==> config.mk <==
export PLATFORM = sky130hd
export DESIGN_NAME = memory_access
export DESIGN_NICKNAME = d
export VERILOG_FILES = /design/src/rtl/memory_access.sv
export SDC_FILE = /design/constraint.sdc
export NUM_CORES = 1
export LEC_CHECK = 0
export CAP_MARGIN = 20
export CELL_PAD_IN_SITES_DETAIL_PLACEMENT = 1
export CELL_PAD_IN_SITES_GLOBAL_PLACEMENT = 1
export CORE_UTILIZATION = 24
export CTS_BUF_LIST = sky130_fd_sc_hd__clkbuf_8 sky130_fd_sc_hd__clkbuf_16
export CTS_CLUSTER_SIZE = 10
export DETAILED_ROUTE_END_ITERATION = 10
export GPL_TIMING_DRIVEN = 1
export MAX_ROUTING_LAYER = met4
export PLACE_DENSITY = 0.85
export SLEW_MARGIN = 25
export SYNTH_ARGS = -nofsm -noshare
export SYNTH_HDL_FRONTEND = slang
export SYNTH_SLANG_ARGS = --single-unit
==> constraint.sdc <==
create_clock -name clk_i -period 1.95 [get_ports clk_i]
set_clock_uncertainty 0.05 [all_clocks]
set_input_delay 0.39 -clock clk_i [delete_from_list [all_inputs] [get_ports clk_i]]
set_output_delay 0.39 -clock clk_i [all_outputs]
set_load 0.1 [all_outputs]
==> src/rtl/memory_access.sv <==
// Y86 memory stage: decodes the executed instruction into at most one data
// memory access, waits for ack/error/timeout, and reports a status code.
module memory_access #(
    parameter int unsigned MEM_BYTES = 1024,
    parameter int unsigned TIMEOUT   = 16
) (
    input  logic        clk_i,
    input  logic        rst_i,
    input  logic        start_i,
    input  logic [3:0]  icode_i,
    input  logic [63:0] valE_i,
    input  logic [63:0] valA_i,
    input  logic [63:0] valP_i,
    output logic        mem_req_o,
    output logic        mem_we_o,
    output logic [63:0] mem_addr_o,
    output logic [63:0] mem_wdata_o,
    input  logic        mem_ack_i,
    input  logic [63:0] mem_rdata_i,
    input  logic        mem_err_i,
    output logic [63:0] valM_o,
    output logic        done_o,
    output logic        busy_o,
    output logic [1:0]  stat_o
);

    localparam int unsigned CW       = $clog2(TIMEOUT + 1);
    localparam logic [63:0] MAX_ADDR = 64'(MEM_BYTES - 8);
    localparam logic [CW-1:0] CNT_LAST = CW'(TIMEOUT - 1);

    localparam logic [1:0] STAT_AOK = 2'b00;
    localparam logic [1:0] STAT_HLT = 2'b01;
    localparam logic [1:0] STAT_ADR = 2'b10;
    localparam logic [1:0] STAT_INS = 2'b11;

    typedef enum logic [1:0] {IDLE, REQ, DONE, STOP} state_t;

    typedef struct packed {
        logic        access;
        logic        we;
        logic [1:0]  stat;
        logic [63:0] addr;
        logic [63:0] wdata;
    } acc_req_t;

    state_t   state_q, state_d;
    acc_req_t dec;
    logic [1:0]    stat_d;
    logic [CW-1:0] cnt_q;
    logic          we_q;

    // Instruction decode; an illegal address cancels the access and flags ADR.
    always_comb begin
        dec       = '0;
        dec.stat  = STAT_AOK;
        dec.addr  = valE_i;
        dec.wdata = valA_i;
        case (icode_i)
            4'h4, 4'hA: begin dec.access = 1'b1; dec.we = 1'b1; end
            4'h8:       begin dec.access = 1'b1; dec.we = 1'b1; dec.wdata = valP_i; end
            4'h5:       dec.access = 1'b1;
            4'h9, 4'hB: begin dec.access = 1'b1; dec.addr = valA_i; end
            4'h1, 4'h2, 4'h3, 4'h6, 4'h7: ;
            4'h0:       dec.stat = STAT_HLT;
            default:    dec.stat = STAT_INS;
        endcase
        if (dec.access && ((dec.addr > MAX_ADDR) || (dec.addr[2:0] != 3'b000))) begin
            dec.access = 1'b0;
            dec.stat   = STAT_ADR;
        end
    end

    always_comb begin
        state_d = state_q;
        stat_d  = stat_o;
        case (state_q)
            IDLE: if (start_i) begin
                state_d = dec.access ? REQ : DONE;
                stat_d  = dec.stat;
            end
            REQ: begin
                if (mem_err_i) begin
                    state_d = DONE;
                    stat_d  = STAT_ADR;
                end else if (mem_ack_i) begin
                    state_d = DONE;
                    stat_d  = STAT_AOK;
                end else if (cnt_q == CNT_LAST) begin
                    state_d = DONE;
                    stat_d  = STAT_ADR;
                end
            end
            DONE:    state_d = (stat_o == STAT_AOK) ? IDLE : STOP;
            default: state_d = STOP;
        endcase
    end

    always_ff @(posedge clk_i) begin
        if (rst_i) begin
            state_q     <= IDLE;
            stat_o      <= STAT_AOK;
            cnt_q       <= '0;
            we_q        <= 1'b0;
            mem_addr_o  <= '0;
            mem_wdata_o <= '0;
            valM_o      <= '0;
        end else begin
            state_q <= state_d;
            stat_o  <= stat_d;
            if (state_q == IDLE && start_i) begin
                we_q        <= dec.we;
                mem_addr_o  <= dec.addr;
                mem_wdata_o <= dec.wdata;
                cnt_q       <= '0;
            end else if (state_q == REQ && !mem_ack_i && !mem_err_i) begin
                cnt_q <= cnt_q + 1'b1;
            end
            if (state_q == REQ && mem_ack_i && !mem_err_i && !we_q)
                valM_o <= mem_rdata_i;
        end
    end

    assign mem_req_o = (state_q == REQ);
    assign mem_we_o  = mem_req_o & we_q;
    assign done_o    = (state_q == DONE);
    assign busy_o    = (state_q != IDLE);

endmodule

==> summary.md, run 1 <==
| Metric | Value |
|---|---|
| Outcome | finished with violations |
| Failing checks | setup timing |
| Final Max Slew Viols | 0 |
| Commonest cells after routing, fill and taps aside | 293 x buf_4, 263 x clkdlybuf4s50_1, 261 x nand2_1, 198 x dfxtp_1, 130 x mux2i_1 |
| Largest net degree at the start of global routing | 58 |
| CTS tree | yes |
| # setup viols final | 2 |
| CP max stage delay | 390 ps |
| Hold Vio Cnt, Final | 0 |
| CP arrival | 1560 ps |
| Vias in the first global route | 10400 |
| CTS root buffer | clkbuf_16 |
| Slowest CP cell | dfxtp_4 |
| #FFs+latches synth | 202 |
| CP Max Fanout | 7 |
| Post-synth top flop | dfxtp_1 |
| CP Class | reg -> out |
| Total global routing track utilization | 0.243 |
| Final period util | 1.03 |
| Sequential area share after synthesis | 0.494 |
| ANT nets after route | 0 |
| Number of flops mapped to enable cells by yosys | 0 |
| # IOs | 463 |
| Worst setup SP type | register |
| Area of the mapped netlist | 8190 um2 |
| Syn Nets | 1216 |
| Most common cell after layout, fill and taps aside | buf_4 |
| Port bufs | 462 |
| Routability cong. | 0.963 |
| RSZ-0062 raised after global routing | yes |
| Longest Clk Path Bufs | 3 |
| Routed length per instance | 21.2 um |
| Leakage Power | 0.00609 uW |
| Crit-path cells | nand2b_4, clkinvlp_4, and2_4, buf_12 |
| GRT overflow | 0 |
| Avg Cell Area, Syn | 8.63 um2 |
| Pwr per Cell Area | 837 nW/um2 |
| Die width | 187 um |
| Distinct cells, synth | 40 |
| Fmax | 499 MHz |
| Reg clk slew, reported paths | 60 ps |
| Die Y | 187 um |
| Residual DRC | 0 |
| Hold Crit Class | in -> reg |
| Die ar. | 34900 um2 |
| DRT Wirelength | 42400 um |
| TritonCTS buffer count | 27 |
| Vias/cell | 4.75 |
| Fraction of layout cells with a size suffix above 1 | 0.275 |
| Worst skew pair latency | 530 ps |
| HPWL Detailed | 33300 um |
| Clock sink total | 202 |
| CP required | 1510 ps |
| Design area | 15600 um2 |
| Async SR Flop Fraction | 0 |
| Worst Setup End Kind | output port |
| Core Box Area | 33500 um2 |
| Layout area overhead | 90.2% |
| Power, Total | 13000 uW |
| Slew @ Worst Pin | 494 ps |
| First-pass GRT wire length | 63200 um |
| # rows | 67 |
| Synth Instances | 949 |
| Final worst setup slack | -52.8 ps |
| H-tree levels | 1 |
| Synth Warn # | 0 |
| Initial antenna violation count | 4 |
| Peak VDD IR | 0.572 mV |
| Minimum clock period | 2000 ps |
| Starting density of the core | 0.244 |
| First DRT Iteration DRCs | 323 |
| Dpl cell area | 14600 um2 |
| Hold-fix buffers, CTS | 0 |
| Drt pass-1 iters | 4 |
| Relative slew margins | 0.671 |
| Fin nets | 1801 |
| Total number of vias | 9523 |
| Max_cap viols | 0 |
## sequential cells by signal, indices dropped and copies added (netlist names)
signal,count
stat_o,2
mem_addr_o,64
we_q,1
state_q,2
cnt_q,5
valM_o,64
mem_wdata_o,64
## synthesized netlist by cell type, types with 2 or more instances
master	count	area (um2)
inv_1	2	7.51
a211oi_1	2	15.0
o21ai_0	4	20.0
o31ai_1	2	15.0
o21ai_1	125	626
nand3_1	2	10.0
clkbuf_4	2	15.0
nor2b_1	2	12.5
xor2_1	2	17.5
a21oi_1	68	340
nor2_1	18	67.6
nor3_1	7	35.0
buf_4	5	37.5
o211ai_1	2	15.0
buf_2	12	60.1
clkbuf_1	45	169
or2_1	2	12.5
or4_1	2	15.0
ha_1	2	25.0
nand2_1	261	980
dfxtp_1	202	4040
a211o_1	2	17.5
nor4_1	24	150
nand4_1	7	43.8
nand2b_1	3	18.8
mux2i_1	130	1300
## worst max-delay path: cells and delay by family, from the launching register on
family	cells	cell delay (ps)
DFF	1	390
buffers and inverters	2	280
and+or+nand+nor	2	350
## path summary, 6_finish.rpt
kind	depth (start not counted)	from	to	slack, ps
min	2	rst_i	stat_o[0]$_SDFFE_PP0P_	170
min reg2reg	2	mem_wdata_o[41]$_SDFFE_PP0P_	mem_wdata_o[41]$_SDFFE_PP0P_	400
max reg2reg	8	cnt_q[1]$_SDFFE_PP0P_	stat_o[1]$_SDFFE_PP0P_	-50
max	4	state_q[1]$_SDFFE_PP0P_	mem_we_o	-50
## power breakdown
part	internal (uW)	leakage (uW)	switching [uW]
Combinational	1330	0.00399	2390
Clock	2880	0.000446	1910
Sequential	4350	0.00165	176
Total	8570	0.00609	4480
## metal layers
metal	up-vias	GRT usage	part of all wire
met5	-	-	0
li1	4434	-	-
met4	0	0.0876	0.035
met3	87	0.0446	0.055
met1	4652	0.275	0.40
met2	350	0.427	0.51
## timing repair
| action | in CTS | in global routing |
|---|---|---|
| cloned | 0 | 0 |
| pin swaps | 6 | 7 |
| setup endpoints to repair | 7 | 9 |
| setup buffers | 1 | 3 |
| gates resized for setup | 16 | 11 |
## final cells by class
cell class,count,area (um2)
antenna,5,12.5
clock buffer,34,772
clock inverter,11,80.1
fill,3820,18000
inverter,2,11.3
multi-input combinational,681,4000
sequential,202,4050
tap,448,561
timing repair buffer,620,6090
## per-stage QoR
step / setup TNS [ps] / setup WS [ps] / hold slack [ps] / utilization / std cells
after CTS: -190 / -106 / 151 / 0.462 / 1995
after global placement: -37000 / -747 / 385 / 0.434 / 1949
after global routing: -307 / -113 / 176 / 0.465 / 2003
after floorplan: -97.7 / -97.7 / 404 / - / 949
final: -104 / -52.8 / 166 / 0.465 / 2003
after detailed placement: -45810 / -725 / 394 / 0.434 / 1949
## cells by family (layout without fill, tap and decap cells)
family          count (synthesis)  count (layout)  share of synthesized area
flops                         202             202                      0.494
other cells                     0               5                          0
xor+xnor                        3               3                    0.00321
compound gates                210             210                      0.134
fa+ha+maj                       2               2                    0.00305
buf+inv                        66             667                     0.0353
mux                           130             130                      0.159
simple gates                  336             336                      0.172
Note: power is estimated with default switching activity, not from simulation.
==> run 2, diff against run 1 <==
--- a/config.mk
+++ b/config.mk
@@ -8,14 +8,16 @@
 export CAP_MARGIN = 20
 export CELL_PAD_IN_SITES_DETAIL_PLACEMENT = 1
 export CELL_PAD_IN_SITES_GLOBAL_PLACEMENT = 1
-export CORE_UTILIZATION = 24
+export CORE_AREA = 2 2 180 182
 export CTS_BUF_LIST = sky130_fd_sc_hd__clkbuf_8 sky130_fd_sc_hd__clkbuf_16
 export CTS_CLUSTER_SIZE = 10
 export DETAILED_ROUTE_END_ITERATION = 10
+export DIE_AREA = 0 0 182 184
+export DONT_BUFFER_PORTS = 1
 export GPL_TIMING_DRIVEN = 1
 export MAX_ROUTING_LAYER = met4
-export PLACE_DENSITY = 0.85
-export SLEW_MARGIN = 25
+export PLACE_DENSITY_LB_ADDON = 0.1
+export SLEW_MARGIN = 20
 export SYNTH_ARGS = -nofsm -noshare
 export SYNTH_HDL_FRONTEND = slang
 export SYNTH_SLANG_ARGS = --single-unit
==> run 2 against run 1 <==
  * The run still ends with setup timing left
  * Power fell by 5.3%
  * Clock-buffer cell count increased by 3
  * Critical path depth rose by 4
  * Design area fell by 11%
  * First-iteration DRC count is 13% higher
  * Combinational power decreased by 13%
  * Final cell count is 8.3% lower
  * Hold slack lost 170 ps
  * Non-clock buffer count down 121
  * Die area is 4.0% lower
  * Critical path type is now reg -> reg
  * Largest power group unchanged
==> summary.md, run 2 (synthesized netlist as in run 1, its figures left out) <==
| Metric | Value |
|---|---|
| First-pass GRT wire length | 59300 um (-6.1%) |
| Minimum clock period | 1970 ps (-36.0 ps) |
| CP arrival | 2400 ps (+840 ps) |
| Max_cap viols | 0 (unchanged) |
| Vias/cell | 4.82 (+1.3%) |
| Final worst setup slack | -16.8 ps (+36.0 ps) |
| CTS tree | yes |
| Vias in the first global route | 9458 (-9.0%) |
| Pwr per Cell Area | 886 nW/um2 (+5.8%) |
| Core Box Area | 31400 um2 (-6.4%) |
| # IOs | 463 (unchanged) |
| Post-layout util | 0.444 (-0.0205) |
| Total number of vias | 8851 (-7.1%) |
| Total negative setup slack | -16.8 ps (+86.8 ps) |
| Failing checks | setup timing |
| Initial antenna violation count | 3 (-1) |
| Worst setup SP type | register |
| Fmax | 508 MHz (+1.8%) |
| CP Max Fanout | 4 (-3) |
| # setup viols final | 1 (-1) |
| CP required | 2380 ps (+870 ps) |
| Relative slew margins | 0.506 (-0.164) |
| Clock sink total | 202 (unchanged) |
| Final period util | 1.01 (-0.0184) |
| ANT nets after route | 0 (unchanged) |
| HPWL Detailed | 27900 um (-16%) |
| Final Max Slew Viols | 0 (unchanged) |
| GRT overflow | 0 (unchanged) |
| Fraction of layout cells with a size suffix above 1 | 0.220 (-0.0544) |
| Largest registers | mem_addr_o x64, mem_wdata_o x64, valM_o x64 |
| DRT Wirelength | 40700 um (-4.0%) |
| Die ar. | 33500 um2 (-4.0%) |
| H-tree levels | 1 (unchanged) |
| Largest net degree at the start of global routing | 69 (+19%) |
| Routability cong. | 0.875 (-9.2%) |
| Die width | 182 um (-2.5%) |
| Fin nets | 1679 (-6.8%) |
| CP Class | reg -> reg |
| Total global routing track utilization | 0.241 (-0.00213) |
| # rows | 65 (-3.0%) |
| Outcome | finished with violations |
| First DRT Iteration DRCs | 364 (+13%) |
| Most common cell after layout, fill and taps aside | nand2_1 |
| RSZ-0062 raised after global routing | yes |
| CTS root buffer | clkbuf_16 |
| Leakage Power | 0.00543 uW (-11%) |
| Worst Setup End Kind | register |
| Slew @ Worst Pin | 734 ps (+240 ps) |
| Reg clk slew, reported paths | 60 ps (about the same) |
| Residual DRC | 0 (unchanged) |
| Longest Clk Path Bufs | 3 (unchanged) |
| Routed length per instance | 22.2 um (+4.7%) |
| Worst skew pair latency | 530 ps (about the same) |
| Port bufs | 0 (-100%) |
| Commonest cells after routing, fill and taps aside | 261 x nand2_1, 246 x dlygate4sd3_1, 237 x buf_4, 198 x dfxtp_1, 129 x mux2i_1 |
| Layout area overhead | 70.2% |
| Hold Vio Cnt, Final | 0 (unchanged) |
| TritonCTS buffer count | 26 (-3.7%) |
| Die Y | 184 um (-1.5%) |
| Peak VDD IR | 0.623 mV (+9.0%) |
| Hold Crit Class | in -> reg |
| Drt pass-1 iters | 4 (unchanged) |
| Starting density of the core | 0.261 (+0.0167) |
run 2: cell type report:
class / instances / area (um2)
Multi-Input combinational cell: 681 / 3960
Clock buffer: 37 / 813
Antenna cell: 6 / 15.0
Sequential cell: 202 / 4050
Inverter: 2 / 11.3
Clock inverter: 8 / 30.0
Timing Repair Buffer: 499 / 4560
Fill cell: 3641 / 17400
Tap cell: 402 / 503
run 2: timing repair:
item                                    4_1_cts  5_1_grt
endpoints found under the setup margin        5        5
buffers inserted                              6        1
hold buffers                                247        0
pin swaps                                     2        4
resized for setup                            10       11
endpoints found under the hold margin       173        0
run 2: path summary, 6_finish.rpt:
kind,start,endpoint,slack [ps],cells after the start
min,valE_i[4],mem_addr_o[4]$_SDFFE_PP0P_,0.08,2
min reg2reg,mem_addr_o[32]$_SDFFE_PP0P_,mem_addr_o[32]$_SDFFE_PP0P_,400,2
max,cnt_q[0]$_SDFFE_PP0P_,stat_o[1]$_SDFFE_PP0P_,-20,8
max reg2reg,cnt_q[0]$_SDFFE_PP0P_,stat_o[1]$_SDFFE_PP0P_,-20,8
run 2: worst max-delay path: stages (launching register included):
cell     delay (ps)
dfxtp_2         350
ha_4            130
and3_4          190
ha_4            130
nor3_2           30
a211o_1         360
or3b_4          420
a21oi_2         120
o21a_1          130
run 2: power breakdown:
group | internal, uW | total (uW) | switching (uW)
Combinational | 921 | 3230 | 2310
Sequential | 4350 | 4420 | 73.9
Clock | 2850 | 4700 | 1850
run 2: per-stage QoR:
step	setup WS [ps]	instance area, um2	hold slack (ps)	power (uW)	std cells
floorplan	-97.7	8200	404	6610	949
global placement	-181	10500	387	7210	1532
detailed placement	-185	10500	391	7220	1532
CTS	-0.999	13900	1.81	12500	1830
global route	-97.8	13900	10.2	12800	1834
finish	-16.8	13900	0.0793	12400	1837
run 2: routing by layer:
| layer | routed length [um] | GRT usage |
|---|---|---|
| met1 | 16000 | 0.272 |
| met4 | 1420 | 0.0845 |
| met3 | 3380 | 0.0689 |
| met5 | 0 | - |
| met2 | 19900 | 0.409 |
==> run 3, diff against run 2 <==
--- a/config.mk
+++ b/config.mk
@@ -17,7 +17,7 @@
 export GPL_TIMING_DRIVEN = 1
 export MAX_ROUTING_LAYER = met4
 export PLACE_DENSITY_LB_ADDON = 0.1
-export SLEW_MARGIN = 20
+export SLEW_MARGIN = 10
 export SYNTH_ARGS = -nofsm -noshare
 export SYNTH_HDL_FRONTEND = slang
 export SYNTH_SLANG_ARGS = --single-unit
==> results of run 3 <==
No change in the layout: final DEF, timing and power equal those of run 2.
